`src/rtl/alu32_pkg.sv`:
```
// Shared types and opcode constants for the two-requester ALU32 sequencer.
package alu32_pkg;

   localparam int unsigned DATA_W  = 32;
   localparam int unsigned SHAMT_W = 5;
   localparam int unsigned OP_W    = 4;

   localparam logic [OP_W-1:0] OP_ADD = 4'b1100;
   localparam logic [OP_W-1:0] OP_SUB = 4'b1110;
   localparam logic [OP_W-1:0] OP_AND = 4'b0100;
   localparam logic [OP_W-1:0] OP_OR  = 4'b0110;
   localparam logic [OP_W-1:0] OP_NOR = 4'b1000;
   localparam logic [OP_W-1:0] OP_XOR = 4'b1010;
   localparam logic [OP_W-1:0] OP_SLL = 4'b0010;
   localparam logic [OP_W-1:0] OP_SRL = 4'b0000;
   localparam logic [OP_W-1:0] OP_SRA = 4'b0001;

   typedef enum logic [1:0] {
      IDLE = 2'd0,
      EXEC = 2'd1,
      RESP = 2'd2
   } state_t;

   // One ALU operation as presented to the ALU32 input ports.
   typedef struct packed {
      logic [OP_W-1:0]    opcode;
      logic [DATA_W-1:0]  in1;
      logic [DATA_W-1:0]  in2;
      logic [SHAMT_W-1:0] shamt;
   } alu_op_t;

   function automatic logic is_legal_op(input logic [OP_W-1:0] op);
      case (op)
         OP_ADD, OP_SUB, OP_AND, OP_OR, OP_NOR,
         OP_XOR, OP_SLL, OP_SRL, OP_SRA: return 1'b1;
         default:                        return 1'b0;
      endcase
   endfunction

endpackage

```
`src/rtl/rr_arbiter2.sv`:
```
// Two-input round-robin arbiter; the pointer moves to the loser after every grant.
module rr_arbiter2 (
   input  logic       clk,
   input  logic       rst_n,
   input  logic       en,
   input  logic [1:0] req,
   output logic [1:0] grant
);

   logic ptr;

   always_comb begin
      grant = 2'b00;
      if (en) begin
         case (req)
            2'b01:   grant = 2'b01;
            2'b10:   grant = 2'b10;
            2'b11:   grant = ptr ? 2'b10 : 2'b01;
            default: grant = 2'b00;
         endcase
      end
   end

   always_ff @(posedge clk) begin
      if (!rst_n) begin
         ptr <= 1'b0;
      end else if (|grant) begin
         ptr <= grant[0];
      end
   end

endmodule

```
`src/rtl/alu32_arbiter.sv`:
```
// Shares one combinational ALU32 between two requesters (IDLE -> EXEC -> RESP).
// Optional illegal-opcode check enabled by defining ALU_ARB_OPCHECK_EN.
module alu32_arbiter
   import alu32_pkg::*;
(
   input  logic                   clk,
   input  logic                   rst_n,
   input  logic [1:0]             reqValid,
   output logic [1:0]             reqReady,
   input  logic [2*OP_W-1:0]      reqOpCode,
   input  logic [2*DATA_W-1:0]    reqIn1,
   input  logic [2*DATA_W-1:0]    reqIn2,
   input  logic [2*SHAMT_W-1:0]   reqShAmt,
   output logic [1:0]             rspValid,
   input  logic [1:0]             rspReady,
   output logic [DATA_W-1:0]      rspData,
   output logic                   rspErr,
   output logic [OP_W-1:0]        aluOpCode,
   output logic [DATA_W-1:0]      aluIn1,
   output logic [DATA_W-1:0]      aluIn2,
   output logic [SHAMT_W-1:0]     aluShAmt,
   input  logic [DATA_W-1:0]      aluOut
);

   state_t     state;
   logic       owner;
   logic [1:0] grant;
   logic       arb_en;
   alu_op_t    win;
   alu_op_t    alu_q;

   // Grants are only offered in IDLE and never while reset is held.
   assign arb_en = rst_n && (state == IDLE);

   rr_arbiter2 u_arb (
      .clk   (clk),
      .rst_n (rst_n),
      .en    (arb_en),
      .req   (reqValid),
      .grant (grant)
   );

   assign reqReady = grant;

   always_comb begin
      win.opcode = grant[1] ? reqOpCode[2*OP_W-1:OP_W]       : reqOpCode[OP_W-1:0];
      win.in1    = grant[1] ? reqIn1[2*DATA_W-1:DATA_W]      : reqIn1[DATA_W-1:0];
      win.in2    = grant[1] ? reqIn2[2*DATA_W-1:DATA_W]      : reqIn2[DATA_W-1:0];
      win.shamt  = grant[1] ? reqShAmt[2*SHAMT_W-1:SHAMT_W]  : reqShAmt[SHAMT_W-1:0];
   end

   assign aluOpCode = alu_q.opcode;
   assign aluIn1    = alu_q.in1;
   assign aluIn2    = alu_q.in2;
   assign aluShAmt  = alu_q.shamt;

`ifdef ALU_ARB_OPCHECK_EN
   logic err_q;
   assign rspErr = err_q;
`else
   assign rspErr = 1'b0;
`endif

   always_ff @(posedge clk) begin
      if (!rst_n) begin
         state    <= IDLE;
         owner    <= 1'b0;
         rspValid <= 2'b00;
         rspData  <= '0;
         alu_q    <= '0;
`ifdef ALU_ARB_OPCHECK_EN
         err_q    <= 1'b0;
`endif
      end else begin
         case (state)
            IDLE: begin
               if (|grant) begin
                  owner <= grant[1];
`ifdef ALU_ARB_OPCHECK_EN
                  // Illegal opcodes bypass the ALU and answer straight away.
                  if (!is_legal_op(win.opcode)) begin
                     rspData  <= '0;
                     err_q    <= 1'b1;
                     rspValid <= grant;
                     state    <= RESP;
                  end else begin
                     alu_q    <= win;
                     err_q    <= 1'b0;
                     state    <= EXEC;
                  end
`else
                  alu_q <= win;
                  state <= EXEC;
`endif
               end
            end
            EXEC: begin
               rspData  <= aluOut;
               rspValid <= owner ? 2'b10 : 2'b01;
               state    <= RESP;
            end
            RESP: begin
               if (rspReady[owner]) begin
                  rspValid <= 2'b00;
`ifdef ALU_ARB_OPCHECK_EN
                  err_q    <= 1'b0;
`endif
                  state    <= IDLE;
               end
            end
            default: state <= IDLE;
         endcase
      end
   end

endmodule

```
`config.mk`:
```
export PLATFORM = sky130hd
export DESIGN_NAME = alu32_arbiter
export DESIGN_NICKNAME = d
export VERILOG_FILES = /design/src/rtl/alu32_pkg.sv /design/src/rtl/rr_arbiter2.sv /design/src/rtl/alu32_arbiter.sv
export SDC_FILE = /design/constraint.sdc
export NUM_CORES = 1
export LEC_CHECK = 0
export ABC_AREA = 1
export ABC_CLOCK_PERIOD_IN_PS = 1700
export CORE_AREA = 2 2 120 122
export CTS_BUF_LIST = sky130_fd_sc_hd__clkbuf_16
export DETAILED_ROUTE_END_ITERATION = 8
export DIE_AREA = 0 0 122 124
export PLACE_DENSITY = 0.91
export SLEW_MARGIN = 40
export SYNTH_ARGS = -nofsm -noshare
export SYNTH_HDL_FRONTEND = slang
export SYNTH_SLANG_ARGS = --single-unit
```
`constraint.sdc`:
```
create_clock -name clk -period 1.7 [get_ports clk]
set_clock_uncertainty 0.2 [all_clocks]
set_input_delay 0.425 -clock clk [delete_from_list [all_inputs] [get_ports clk]]
set_output_delay 0.425 -clock clk [all_outputs]
set_load 0.05 [all_outputs]
```
==> flow_metrics.py <==
metrics = {
    "placement": {
        "dp_hpwl_um": 14300,
        "dp_cells": 1263,
        "portBuffers": 292,
        "place_area_um2": 9630,
        "gp_congestion": 0.796,
    },
    "status": {
        "violations": "setup timing",
        "outcome": "finished with violations",
    },
    "sta": {
        "hold_slack_ns": 0.295,
        "slew_viol_final": 0,
        "setup_ws_ns": -0.190,
        "fin_crit_ns": 1.89,
        "setup_viol": 76,
        "rsz0062_at_grt": "true",
        "fmax_mhz": 529,
        "hold_viol": 0,
        "fin_crit_sh_pct": 111,
    },
    "finish": {
        "layout.cells.non_filler": 1310,
        "utilization_pct": 82.5,
        "fillCellCount": 740,
        "nets": 1309,
        "syn_to_final_growth_pct": 113,
        "insertedDiodeCount": 0,
        "finalInstanceArea_um2": 11300,
        "drive_above_1_share_pct": 30.4,
    },
    "die": {
        "io_pins": 294,
        "die_x_um": 122,
        "die_area_um2": 15100,
        "core-area_um2": 13700,
        "initial_core_util_pct": 38.8,
        "rows": 43,
        "die_h_um": 124,
    },
    "route": {
        "route.vias.total": 6800,
        "drtIter0Drc": 468,
        "dr.pass1.iters": 5,
        "drtAntennaViolNets": 0,
        "wl_per_cell_um": 19.1,
        "drc": 0,
        "viasPerCell": 5.19,
        "wl_um": 25100,
    },
    "grt": {
        "grt_pass1_wl_um": 36800,
        "grt_max_degree": 76,
        "antenna_found_initial": 0,
        "grt-busiest-layer": "met2",
        "grt.overflow.total": 0,
        "track_usage_pct": 32.0,
        "grt_util_met3_pct": 7.74,
        "grt_pass1_vias": 7125,
        "grt_use_met1_pct": 31.9,
        "grt_use_met2_pct": 60.8,
    },
    "clock_network": {
        "htreeDepth": 3,
        "clkSinkCount": 111,
        "numCtsBuffers": 9,
        "ctsRootBufferMaster": "clkbuf_16",
        "cts_tree": "done",
        "clk_pin_slew_worst_paths_ns": 0.08,
        "clk_latency_ns": 0.34,
        "clk_path_buf_depth": 2,
    },
    "logic_synthesis": {
        "syn_area_um2": 5330,
        "yosysSeqAreaShare_pct": 41.7,
        "synth_cell_type_count": 18,
        "synthesis.nets": 1000,
        "netlist_instances": 816,
        "yosys_warnings": 0,
        "syn_area_per_cell_um2": 6.53,
        "ys_ff_latch": 111,
    },
    "setup_path": {
        "worstPathArrival_ns": 1.94,
        "critPathKind": "flop to flop",
        "cp.required_ns": 1.75,
        "crit_fanout": 7,
        "cp-end-kind": "flop",
        "start_kind": "flop",
    },
    "min_path": {
        "worstHoldPathType": "flop to flop",
    },
    "power_and_ir_drop": {
        "leakage_nw": 4.99,
        "ir_drop_mv": 0.585,
        "pwr_density_cell_nw_per_um2": 835,
    },
    "job": {
        "drv_cap": 0,
    },
}
==> critical path, cell delays in order (launching register included) <==
cell     delay [ns]
dfxtp_2        0.33
inv_2          0.05
nand2_2        0.05
nor2_4         0.15
nand2_2        0.10
buf_6          0.13
buf_6          0.12
buf_12         0.15
buf_6          0.13
buf_16         0.14
nand2_4        0.06
nand3_2        0.07
nand2_1        0.07
inv_1          0.04
==> synthesized netlist by cell type <==
cell	count	area share (%)
buf_6	3	0.63
buf_2	21	2.0
clkbuf_1	11	0.77
inv_2	3	0.21
nand3_1	151	14
nand2_2	1	0.12
nand2_1	159	11
nor2_1	67	4.7
buf_4	19	2.7
a21oi_2	1	0.16
dfxtp_1	111	42
inv_1	152	11
buf_1	5	0.35
nor2_2	2	0.23
o211ai_1	1	0.14
o21ai_0	32	3.0
a21oi_1	76	7.1
conb_1	1	0.070
==> where the power goes <==
group,internal [mW],switching (mW)
sequential,2.87,0.286
combinational,2.01,2.13
clock,1.15,1.02
total,6.03,3.43
==> layout by cell type (no fill, tap or decap), drive strengths merged <==
master / count
clkdlybuf4s50: 180
buf: 174
nand2: 160
inv: 156
nand3: 151
dfxtp: 111
a21oi: 77
nor2: 69
o21ai: 32
clkbuf: 9
clkinvlp: 3
clkinv: 2
clkdlybuf4s15: 2
o211ai: 1
conb: 1
bufinv: 1
dlygate4sd2: 1
==> final timing paths <==
kind                            cells past startpoint                       to  slack (ns)                    from
worst max register to register                     13  aluIn2[15]$_SDFFE_PN0P_       -0.19   state[1]$_SDFFE_PN0P_
worst max-delay path                               13  aluIn2[15]$_SDFFE_PN0P_       -0.19   state[1]$_SDFFE_PN0P_
worst min-delay path                                2   u_arb.ptr$_SDFFE_PN0P_        0.29  u_arb.ptr$_SDFFE_PN0P_
worst min register to register                      2   u_arb.ptr$_SDFFE_PN0P_        0.29  u_arb.ptr$_SDFFE_PN0P_
==> registers in the layout, summed over array words and instances, names as in the netlist <==
name	count
aluIn1	32
aluIn2	32
rspData	32
aluShAmt	5
aluOpCode	4
rspValid	2
state	2
owner	1
u_arb.ptr	1
==> routing by layer <==
layer,vias to the layer above,part of all wire [%]
met3,92,7.1
met4,0,4.7
met1,3222,35
li1,3144,-
met5,-,0
met2,342,54
==> cell type report <==
| class | count | area (um^2) | share of cell area (%) |
|---|---|---|---|
| Tap cell | 180 | 225 | 1.99 |
| Timing Repair Buffer | 357 | 4990 | 44.1 |
| Clock buffer | 9 | 225 | 1.99 |
| Sequential cell | 111 | 2230 | 19.7 |
| Multi-Input combinational cell | 491 | 2990 | 26.4 |
| Clock inverter | 7 | 71.3 | 0.630 |
| Inverter | 155 | 602 | 5.31 |
==> what timing repair did <==
action / 4_1_cts / 5_1_grt
buffers inserted: 16 / 1
setup endpoints to repair: 79 / 83
pin swaps: 9 / 0
hold buffers: 0 / 0
gates resized for setup: 233 / 7
endpoints found under the hold margin: 0 / 0
gates cloned: 13 / 0
==> through the flow <==
step / power (mW) / setup TNS (ns) / setup WS (ns)
2_1_floorplan: 4.81 / -0.0910 / -0.0489
3_3_place_gp: 6.63 / -43.61 / -0.584
3_5_place_dp: 6.72 / -49.12 / -0.654
4_1_cts: 9.38 / -4.35 / -0.202
5_1_grt: 9.79 / -11.57 / -0.266
6_report: 9.45 / -5.71 / -0.190
==> cells by family (layout without fill, tap and decap cells) <==
logic type	Yosys count	count (layout)	share of synthesized area, %
AND/OR/NAND/NOR	380	380	30.5
buffers and inverters	214	528	17.3
AO/OA/AOI/OAI	110	110	10.4
flip-flops	111	111	41.7
other	1	1	0.0704
Note: power is estimated with default switching activity, not from simulation.
